**src/rtl/turbo_pkg.sv**
```systemverilog
// Shared turbo code definitions: FSM states, constituent trellis and
// interleaver index, common to the encoder and the max-log-MAP decoder.
package turbo_pkg;

    localparam int DEF_INPUT_SIZE  = 5;
    localparam int DEF_EXTEND_SIZE = DEF_INPUT_SIZE + 2;

    typedef enum logic {
        COLLECT = 1'b0,
        ENCODE  = 1'b1
    } enc_state_e;

    // State {s1,s0} = {u(k-1), u(k-2)}; shift the new bit in.
    function automatic logic [1:0] rsc_next(
        input logic [1:0] s,
        input logic       u
    );
        return {u, s[1]};
    endfunction

    // Parity is u XOR u(k-2).
    function automatic logic rsc_parity(
        input logic [1:0] s,
        input logic       u
    );
        return u ^ s[0];
    endfunction

    // Interleaver read index pi(i) = (mul*i + add) mod n.
    function automatic int intlv_index(
        input int i,
        input int n,
        input int mul,
        input int add
    );
        return (mul * i + add) % n;
    endfunction

endpackage

```
**src/rtl/turbo_encoder_rsc_step.sv**
```systemverilog
// One combinational step of the 4-state constituent encoder.
// Used twice: natural-order and interleaved-order parity.
module rsc_step
    import turbo_pkg::*;
(
    input  logic [1:0] state_i,
    input  logic       u_i,
    output logic [1:0] next_state_o,
    output logic       parity_o
);

    // Single trellis branch from (state, u).
    always_comb begin
        next_state_o = rsc_next(state_i, u_i);
        parity_o     = rsc_parity(state_i, u_i);
    end

endmodule

```
**src/rtl/turbo_encoder.sv**
```systemverilog
// Block turbo encoder: collects INPUT_SIZE bits, then streams
// INPUT_SIZE+2 terminated antipodal symbols (sys, par1, par2).
module turbo_encoder
    import turbo_pkg::*;
#(
    parameter int INPUT_SIZE  = DEF_INPUT_SIZE,
    parameter int EXTEND_SIZE = INPUT_SIZE + 2,
    parameter int OUT_WIDTH   = 7,
    parameter int AMP         = 16,
    parameter int INTLV_MUL   = 3,
    parameter int INTLV_ADD   = 1
) (
    input  logic                        clk_i,
    input  logic                        rst_n_i,
    input  logic                        in_valid_i,
    input  logic                        in_bit_i,
    output logic                        in_ready_o,
    output logic                        out_valid_o,
    input  logic                        out_ready_i,
    output logic signed [OUT_WIDTH-1:0] sys_o,
    output logic signed [OUT_WIDTH-1:0] par1_o,
    output logic signed [OUT_WIDTH-1:0] par2_o,
    output logic                        last_o
);

    localparam int CW = $clog2(EXTEND_SIZE);
    localparam logic [CW-1:0] LAST_IN  = CW'(INPUT_SIZE - 1);
    localparam logic [CW-1:0] LAST_SYM = CW'(EXTEND_SIZE - 1);
    localparam logic signed [OUT_WIDTH-1:0] POS_V = OUT_WIDTH'(AMP);
    localparam logic signed [OUT_WIDTH-1:0] NEG_V = -POS_V;

    enc_state_e state_q, state_d;
    logic [CW-1:0] cnt_q, cnt_d;
    logic [INPUT_SIZE-1:0] buf_q, buf_d;
    logic [1:0] st1_q, st1_d;
    logic [1:0] st2_q, st2_d;
    logic [1:0] nx1_q, nx1_d;
    logic [1:0] nx2_q, nx2_d;
    logic u_d, v_d;
    logic p1_d, p2_d;
    logic valid_q, valid_d;
    logic last_q, last_d;
    logic signed [OUT_WIDTH-1:0] sys_q, sys_d;
    logic signed [OUT_WIDTH-1:0] par1_q, par1_d;
    logic signed [OUT_WIDTH-1:0] par2_q, par2_d;

    // FSM next state, bit buffer writes, counter and encoder advance.
    // nx*_q holds the state after the presented symbol, so an output
    // transfer simply adopts it.
    always_comb begin
        state_d = state_q;
        cnt_d   = cnt_q;
        buf_d   = buf_q;
        st1_d   = st1_q;
        st2_d   = st2_q;
        unique case (state_q)
            COLLECT: begin
                if (in_valid_i) begin
                    for (int j = 0; j < INPUT_SIZE; j++) begin
                        if (int'(cnt_q) == j) begin
                            buf_d[j] = in_bit_i;
                        end
                    end
                    if (cnt_q == LAST_IN) begin
                        cnt_d   = '0;
                        state_d = ENCODE;
                    end else begin
                        cnt_d = cnt_q + 1'b1;
                    end
                end
            end
            ENCODE: begin
                if (out_ready_i) begin
                    if (cnt_q == LAST_SYM) begin
                        cnt_d   = '0;
                        st1_d   = 2'b00;
                        st2_d   = 2'b00;
                        state_d = COLLECT;
                    end else begin
                        cnt_d = cnt_q + 1'b1;
                        st1_d = nx1_q;
                        st2_d = nx2_q;
                    end
                end
            end
        endcase
    end

    // Select natural and interleaved input bits for the next symbol;
    // tail steps feed zeros to terminate both encoders.
    always_comb begin
        u_d = 1'b0;
        v_d = 1'b0;
        if (int'(cnt_d) < INPUT_SIZE) begin
            for (int j = 0; j < INPUT_SIZE; j++) begin
                if (int'(cnt_d) == j) begin
                    u_d = buf_d[j];
                end
                if (intlv_index(int'(cnt_d), INPUT_SIZE,
                                INTLV_MUL, INTLV_ADD) == j) begin
                    v_d = buf_d[j];
                end
            end
        end
    end

    rsc_step u_rsc_nat (
        .state_i      (st1_d),
        .u_i          (u_d),
        .next_state_o (nx1_d),
        .parity_o     (p1_d)
    );

    rsc_step u_rsc_int (
        .state_i      (st2_d),
        .u_i          (v_d),
        .next_state_o (nx2_d),
        .parity_o     (p2_d)
    );

    // Map the next symbol's bits to antipodal values; zero when idle.
    always_comb begin
        valid_d = (state_d == ENCODE);
        last_d  = 1'b0;
        sys_d   = '0;
        par1_d  = '0;
        par2_d  = '0;
        if (valid_d) begin
            last_d = (cnt_d == LAST_SYM);
            sys_d  = u_d  ? POS_V : NEG_V;
            par1_d = p1_d ? POS_V : NEG_V;
            par2_d = p2_d ? POS_V : NEG_V;
        end
    end

    // State, buffer, encoder and registered symbol outputs.
    always_ff @(posedge clk_i or negedge rst_n_i) begin
        if (!rst_n_i) begin
            state_q <= COLLECT;
            cnt_q   <= '0;
            buf_q   <= '0;
            st1_q   <= 2'b00;
            st2_q   <= 2'b00;
            nx1_q   <= 2'b00;
            nx2_q   <= 2'b00;
            valid_q <= 1'b0;
            last_q  <= 1'b0;
            sys_q   <= '0;
            par1_q  <= '0;
            par2_q  <= '0;
        end else begin
            state_q <= state_d;
            cnt_q   <= cnt_d;
            buf_q   <= buf_d;
            st1_q   <= st1_d;
            st2_q   <= st2_d;
            nx1_q   <= nx1_d;
            nx2_q   <= nx2_d;
            valid_q <= valid_d;
            last_q  <= last_d;
            sys_q   <= sys_d;
            par1_q  <= par1_d;
            par2_q  <= par2_d;
        end
    end

    assign in_ready_o  = (state_q == COLLECT);
    assign out_valid_o = valid_q;
    assign last_o      = last_q;
    assign sys_o       = sys_q;
    assign par1_o      = par1_q;
    assign par2_o      = par2_q;

endmodule

```
**config.mk**
```make
export PLATFORM = sky130hd
export DESIGN_NAME = turbo_encoder
export DESIGN_NICKNAME = d
export VERILOG_FILES = /design/src/rtl/turbo_pkg.sv /design/src/rtl/turbo_encoder_rsc_step.sv /design/src/rtl/turbo_encoder.sv
export SDC_FILE = /design/constraint.sdc
export NUM_CORES = 1
export LEC_CHECK = 0
export ABC_AREA = 1
export BUFFER_PORTS_ARGS = -buffer_cell sky130_fd_sc_hd__buf_2
export CAP_MARGIN = 10
export CORE_ASPECT_RATIO = 0.8
export CORE_MARGIN = 2
export CORE_UTILIZATION = 55
export CTS_CLUSTER_DIAMETER = 30
export CTS_CLUSTER_SIZE = 10
export DETAILED_ROUTE_END_ITERATION = 10
export PLACE_DENSITY = 0.77
export SETUP_SLACK_MARGIN = 0.15
export SLEW_MARGIN = 20
export SYNTH_ARGS = -nofsm -noshare
export SYNTH_HDL_FRONTEND = slang
export SYNTH_HIERARCHICAL = 1
export SYNTH_SLANG_ARGS = --single-unit
export TNS_END_PERCENT = 50
```
**constraint.sdc**
```tcl
create_clock -name clk_i -period 6.4 [get_ports clk_i]
set_input_delay 0.32 -clock clk_i [delete_from_list [all_inputs] [get_ports clk_i]]
set_output_delay 0.32 -clock clk_i [all_outputs]
set_load 0.05 [all_outputs]
```
# Yosys cells after proc, flatten, opt, wreduce, memory -nomap -nowiden

Index checks and enable logic that the tools add are counted.

Input bits: 5
Register bits after elaboration: 39

Mux-type cells: 42
Divide/modulo/power cells: 1
$add $sub $neg: 2
Multiply operators: 1
Reductions and logical operators: 3
$lt $le $gt $ge: 1
Eq/ne operators: 15
Bitwise logic cells: 3

Operators with widths:

| cell                  | number |
|---|---|
| $eq 32x3->1 const B   | 2 |
| $mux 7                | 6 |
| $eq 32x2->1 const B   | 1 |
| $eq 32x4->1 const B   | 1 |
| $logic_not 32->1      | 1 |
| $mod 32x4->32 const B | 1 |
| $eq 3x3->1 const B    | 9 |
| $mux 1                | 22 |
| $mux 2                | 6 |
| $mux 3                | 4 |
| $mux 5                | 2 |
| $add 5x1->6 const B   | 1 |
| $eq 3x2->1 const B    | 2 |
| $logic_not 3->1       | 2 |
| $pmux 3 s2            | 1 |
| $mul 2x3->5 const A   | 1 |
| $add 3x1->3 const B   | 1 |
| $lt 3x3->1 const B    | 1 |
| $pmux 1 s2            | 1 |
| $xor 1x1->1           | 2 |
| $not 1->1             | 1 |

# Depth between registers and ports, before layout

Depth in word-level cells: 17
Mapped depth: 38
Mapped depth without buffers: 37

# Cells and area by module

Netlist, hierarchy kept.

By module, submodules not included:

| module        | instances | cells each | area an instance (µm²) | sequential area each (µm²) |
|---|---|---|---|---|
| turbo_encoder | 1         | 259        | 2063.2                 | 525.5 |
| rsc_step      | 2         | 7          | 33.8                   | 0.0 |

# Worst setup path before layout

Ideal clock, no wire load.

Kind: reg2reg
From: register, netlist name par1_o[4]
To: register par2_q[5], in the netlist par2_o[5]
Arrival: 5015 ps
Path buffers: 1
Required time: 6328 ps
Stages on the path, launching flop included: 34
Slack: 1314 ps
Cell sequence: dfrtp_1 > nand2_1 > a21oi_2 > o21ai_1 > and3_1 > inv_1 > fa_1 > inv_1 > nand3_2 > ha_1 > inv_1 > nand2_2 > nand2_4 > nand2_4 > nor2_8 > nand3_2 > buf_6 > xor2_1 > inv_1 > ha_1 > nand3b_1 > nand2_2 > nor2_8 > nand2_4 > nand2_1 > nand2_1 > nand2_2 > nor2_2 > inv_1 > a21oi_2 > inv_1 > nand2_1 > nand2_1 > nor2_1

RTL lines:

| item                 | line                 | text |
|---|---|---|
| to (signal assigned) | turbo_encoder.sv:163 | `par2_q <= par2_d;` |
| to (decl)            | turbo_encoder.sv:45  | `logic signed [OUT_WIDTH-1:0] par2_q, par2_d;` |

# Worst setup path in the final report

From: register cnt_q[0]
To: register par2_q[5], in the netlist par2_o[5]

Longest elaborated chain between the ends: 17
Elaborated cells between the ends (all ways): 46
Classes of those cells: add/sub (2); mul (1); div (1); order compare (1); eq/ne (10); mux (28); bitwise (1); reduce/logical (2)

Ends and longest elaborated chain:

| item                                      | line                                     | text |
|---|---|---|
| from (decl)                               | turbo_encoder.sv:33                      | `logic [CW-1:0] cnt_q, cnt_d;` |
| from (signal assigned)                    | turbo_encoder.sv:153                     | `cnt_q <= cnt_d;` |
| $add 3x1->3, or another cell as far along | turbo_encoder.sv:68, turbo_encoder.sv:80 |  |
| $mux 3 (on tied branches)                 | turbo_encoder.sv:74, turbo_encoder.sv:64 |  |
| $mux 3 (on tied branches)                 | turbo_encoder.sv:73, turbo_encoder.sv:58 |  |
| $pmux 3 s2 (*)                            | turbo_encoder.sv:56                      | `unique case (state_q)` |
| via cnt_d[1]                              | turbo_encoder.sv:33                      |  |
| $mul 2x3->5                               | turbo_pkg.sv:36                          | `return (mul * i + add) % n;` |
| $add 5x1->6                               | turbo_pkg.sv:36                          |  |
| $mod 32x4->32                             | turbo_pkg.sv:36                          |  |
| $logic_not 32->1                          | turbo_encoder.sv:99                      | `if (intlv_index(int'(cnt_d), INPUT_SIZE,` |
| $mux 1 (5 in series)                      | turbo_encoder.sv:99                      |  |
| $mux 1 (*)                                | turbo_encoder.sv:94                      | `if (int'(cnt_d) < INPUT_SIZE) begin` |
| via v_d                                   | turbo_encoder.sv:39                      | `logic u_d, v_d;` |
| $xor 1x1->1 (*)                           | turbo_pkg.sv:26                          | `return u ^ s[0];` |
| via p2_d                                  | turbo_encoder.sv:40                      | `logic p1_d, p2_d;` |
| $mux 7 (*)                                | turbo_encoder.sv:132                     | `par2_d = p2_d ? POS_V : NEG_V;` |
| $mux 7 (*)                                | turbo_encoder.sv:128                     | `if (valid_d) begin` |
| via par2_d[5]                             | turbo_encoder.sv:45                      |  |

Mark *: on every way through the listed nets, which the timed path passes. The rest lies on a longest branch.

==> results by group <==
CTS
  – CTS tree: built
  – Post_cts resized: 0
  – Clock Sinks: 21
  – CTS Hold Buffers Added: 0
  – Clock transition at path regs: 0.08 ns
  – Clock Root Buffer: clkbuf_8
  – Num CTS Buffers: 3
  – Postcts setup bufs: 0
  – H-Tree Depth: 1
  – Max Buffers Root-to-Sink: 2
  – Clk_lat worst skew: 0.26 ns

Timing
  – Hold Slack: -0.004432 ns
  – RSZ-0062 raised after global routing: no
  – Fin Clk Skew: 0.001222 ns
  – F_max: 181.7 MHz
  – Fin worst setup slack: 0.8956 ns
  – Pins Over Slew Limit: 0
  – Final Setup Violations: 0
  – Period utilization: 86.01%
  – Final Hold Fails: 19
  – Setup TNS Final: 0 ns
  – Min cycle time layout: 5.504 ns

Worst setup path
  – Arr. time, crit path: 5.71 ns
  – Worst setup path endpoint: par2_o[5]$_DFF_PN0_
  – CP peak stage delay: 0.51 ns
  – Setup crit start kind: flop
  – R2R cell count: 36
  – Worst setup EP type: flop
  – R2r startpoint: cnt_q[0]$_DFF_PN0_
  – Critical Path Fanout Max: 11
  – Setup Crit Path Kind: reg2reg
  – Critical path's slowest cell: fa_1
  – Required @ worst endpoint: 6.60 ns
  – RR Endpoint: par2_o[5]$_DFF_PN0_
  – CP dominant cell by count: inv_1
  – Flop-to-flop setup slack: 0.90 ns
  – Worst setup startpoint: cnt_q[0]$_DFF_PN0_

Run
  – MaxCap Viol Count: 0

Drt
  – Vias post-DR: 1657
  – Drt pass-1 iters: 4
  – Iteration-0 DRC Markers: 72
  – Final ANT Viol Nets: 0
  – Drt wl/cell: 11.65 um
  – DRC errors left: 0
  – Vias per cell: 5.098
  – Drt total wl: 3.786 mm

Floorplan
  – Die height: 59.67 um
  – Initial Util: 56.77%
  – Row cnt: 20
  – Die area: 4391 um^2
  – CORE AREA: 3754 um^2
  – Die Wd: 73.59 um
  – IO Pins: 29

GRT
  – Pin count of the biggest net entering global routing: 22
  – Initial antenna violation count: 0
  – First-pass GRT wire length: 6.741 mm
  – Vias in the first global route: 1485
  – Overflow after GRT: 0
  – GRT Total Usage: 19.53%

Synth
  – Syn Area/Cell: 7.805 um^2
  – Post-synthesis sequential area ratio: 24.66%
  – Post-synthesis cell count: 273
  – Mapped Area: 2131 um^2
  – Synth unique cells: 39
  – Seq cells post-synth: 21
  – YS warnings: 6

Placement
  – Gpl congestion: 0.8913
  – Port Buffers: 16
  – Post-DP HPWL: 3.034 mm
  – Worst Setup Slack post-DPL: 0.9205 ns

Final layout
  – Area grow syn2layout: 2.173%
  – Fraction of layout cells with a size suffix above 1: 20.64%
  – ANT cells: 0
  – Final-stage net count: 308

Worst hold path
  – Hold Path Class: in2async

Run status
  – Failing checks: negative hold slack
  – Status: complete, but fails checks
==> flip-flops by register name, summed over array words and instances (netlist names), 2 cells and up <==
| register | flops |
|---|---|
| buf_q | 5 |
| par1_o | 2 |
| nx1_q | 2 |
| st1_q | 2 |
| nx2_q | 2 |
| cnt_q | 3 |
| st2_q | 2 |
==> cells in the final DEF, fill, tap and decap left out, drive strengths merged, types with 4 or more instances in the layout <==
cell    count
conb       12
o21ai      11
a21oi       9
nand3b      4
nand2      67
inv        40
a22o        4
clkinv      4
dfrtp      21
buf        16
nand3      36
ha         19
nor2       11
==> critical path: cells and delay by family (launching register included) <==
kind | cells | cell delay [ns]
and+or+nand+nor | 21 | 2.31
adders and majority gates | 4 | 1.19
buffers and inverters | 7 | 0.79
DFF | 1 | 0.40
AOI/OAI and AO/OA | 3 | 0.40
xor gates and xnor gates | 1 | 0.32
==> cells in the mapped netlist <==
master	n	area [um^2]
nand4_1	3	18.77
dfrtp_1	21	525.5
nand3_1	28	140.1
nand3_4	2	35.03
o21ai_4	1	16.27
a21boi_1	1	7.510
clkinv_1	3	11.26
nand2_1	52	195.2
fa_1	2	40.04
nor2_4	1	11.26
a21oi_2	2	17.52
nand2_2	10	62.56
o21ai_2	1	8.760
o221ai_1	1	8.760
or2_2	2	12.51
inv_1	36	135.1
ha_1	19	237.7
o21ai_1	3	15.01
and3_1	2	12.51
a21o_1	1	7.510
o211ai_1	2	15.01
buf_6	1	11.26
mux2i_1	3	30.03
a21oi_1	7	35.03
nand2_4	5	56.30
nor2_8	2	40.04
a22o_1	4	35.03
inv_2	4	15.01
buf_4	22	165.2
nor2_2	2	12.51
nand3_2	6	60.06
nor2_1	6	22.52
a211oi_1	1	7.510
nor3_1	2	10.01
xor2_1	3	26.28
conb_1	1	3.750
o21ai_0	6	30.03
nand3b_1	4	30.03
and2_1	1	6.260
==> cell families (layout without fill, tap and decap cells) <==
| group | count (synthesis) | after routing | synth area share, % |
|---|---|---|---|
| simple gates | 128 | 128 | 34.06 |
| buf+inv | 66 | 63 | 15.85 |
| compound gates | 30 | 30 | 9.572 |
| fa+ha+maj | 21 | 21 | 13.04 |
| flops | 21 | 21 | 24.66 |
| xor+xnor | 3 | 3 | 1.233 |
| mux | 3 | 3 | 1.409 |
| other cells | 1 | 12 | 0.1760 |
==> routing by layer <==
metal,wire [um],track usage [%],vias to the layer above
met5,0,0,-
met4,29,3.377,0
met3,170,3.035,4
met2,1635,29.21,46
met1,1951,30.06,744
li1,-,-,863
==> worst min path at each step <==
stage | end | slack, ns | cells after the start
6_report | cnt_q[0]$_DFF_PN0_ | -0.004 | 1
5_1_grt | cnt_q[0]$_DFF_PN0_ | 0.03 | 1
4_1_cts | cnt_q[0]$_DFF_PN0_ | 0.01 | 1
3_5_place_dp | cnt_q[0]$_DFF_PN0_ | 0.30 | 1
3_3_place_gp | cnt_q[0]$_DFF_PN0_ | 0.30 | 1
2_1_floorplan | buf_q[0]$_DFF_PN0_ | 0.02 | 0
==> per-stage QoR <==
step	instances	util, %	cell area (um^2)
2_1_floorplan	284	-	2172
6_report	325	58.00	2177
3_5_place_dp	321	56.77	2131
4_1_cts	325	58.00	2177
5_1_grt	325	58.00	2177
3_3_place_gp	321	56.77	2131
==> final cells by class <==
type,instances,area (um^2)
clock buffers,3,41.29
clock inverters,1,5.005
fillers,331,1577
inverters,43,161.4
multi-input cells,197,1309
flip-flops and latches,21,525.5
well taps,44,55.05
repair buffers,16,80.08
Power is left out: the tool's default activity adds up to more than one toggle a clock period on the data nets, which glitch-free logic cannot reach.
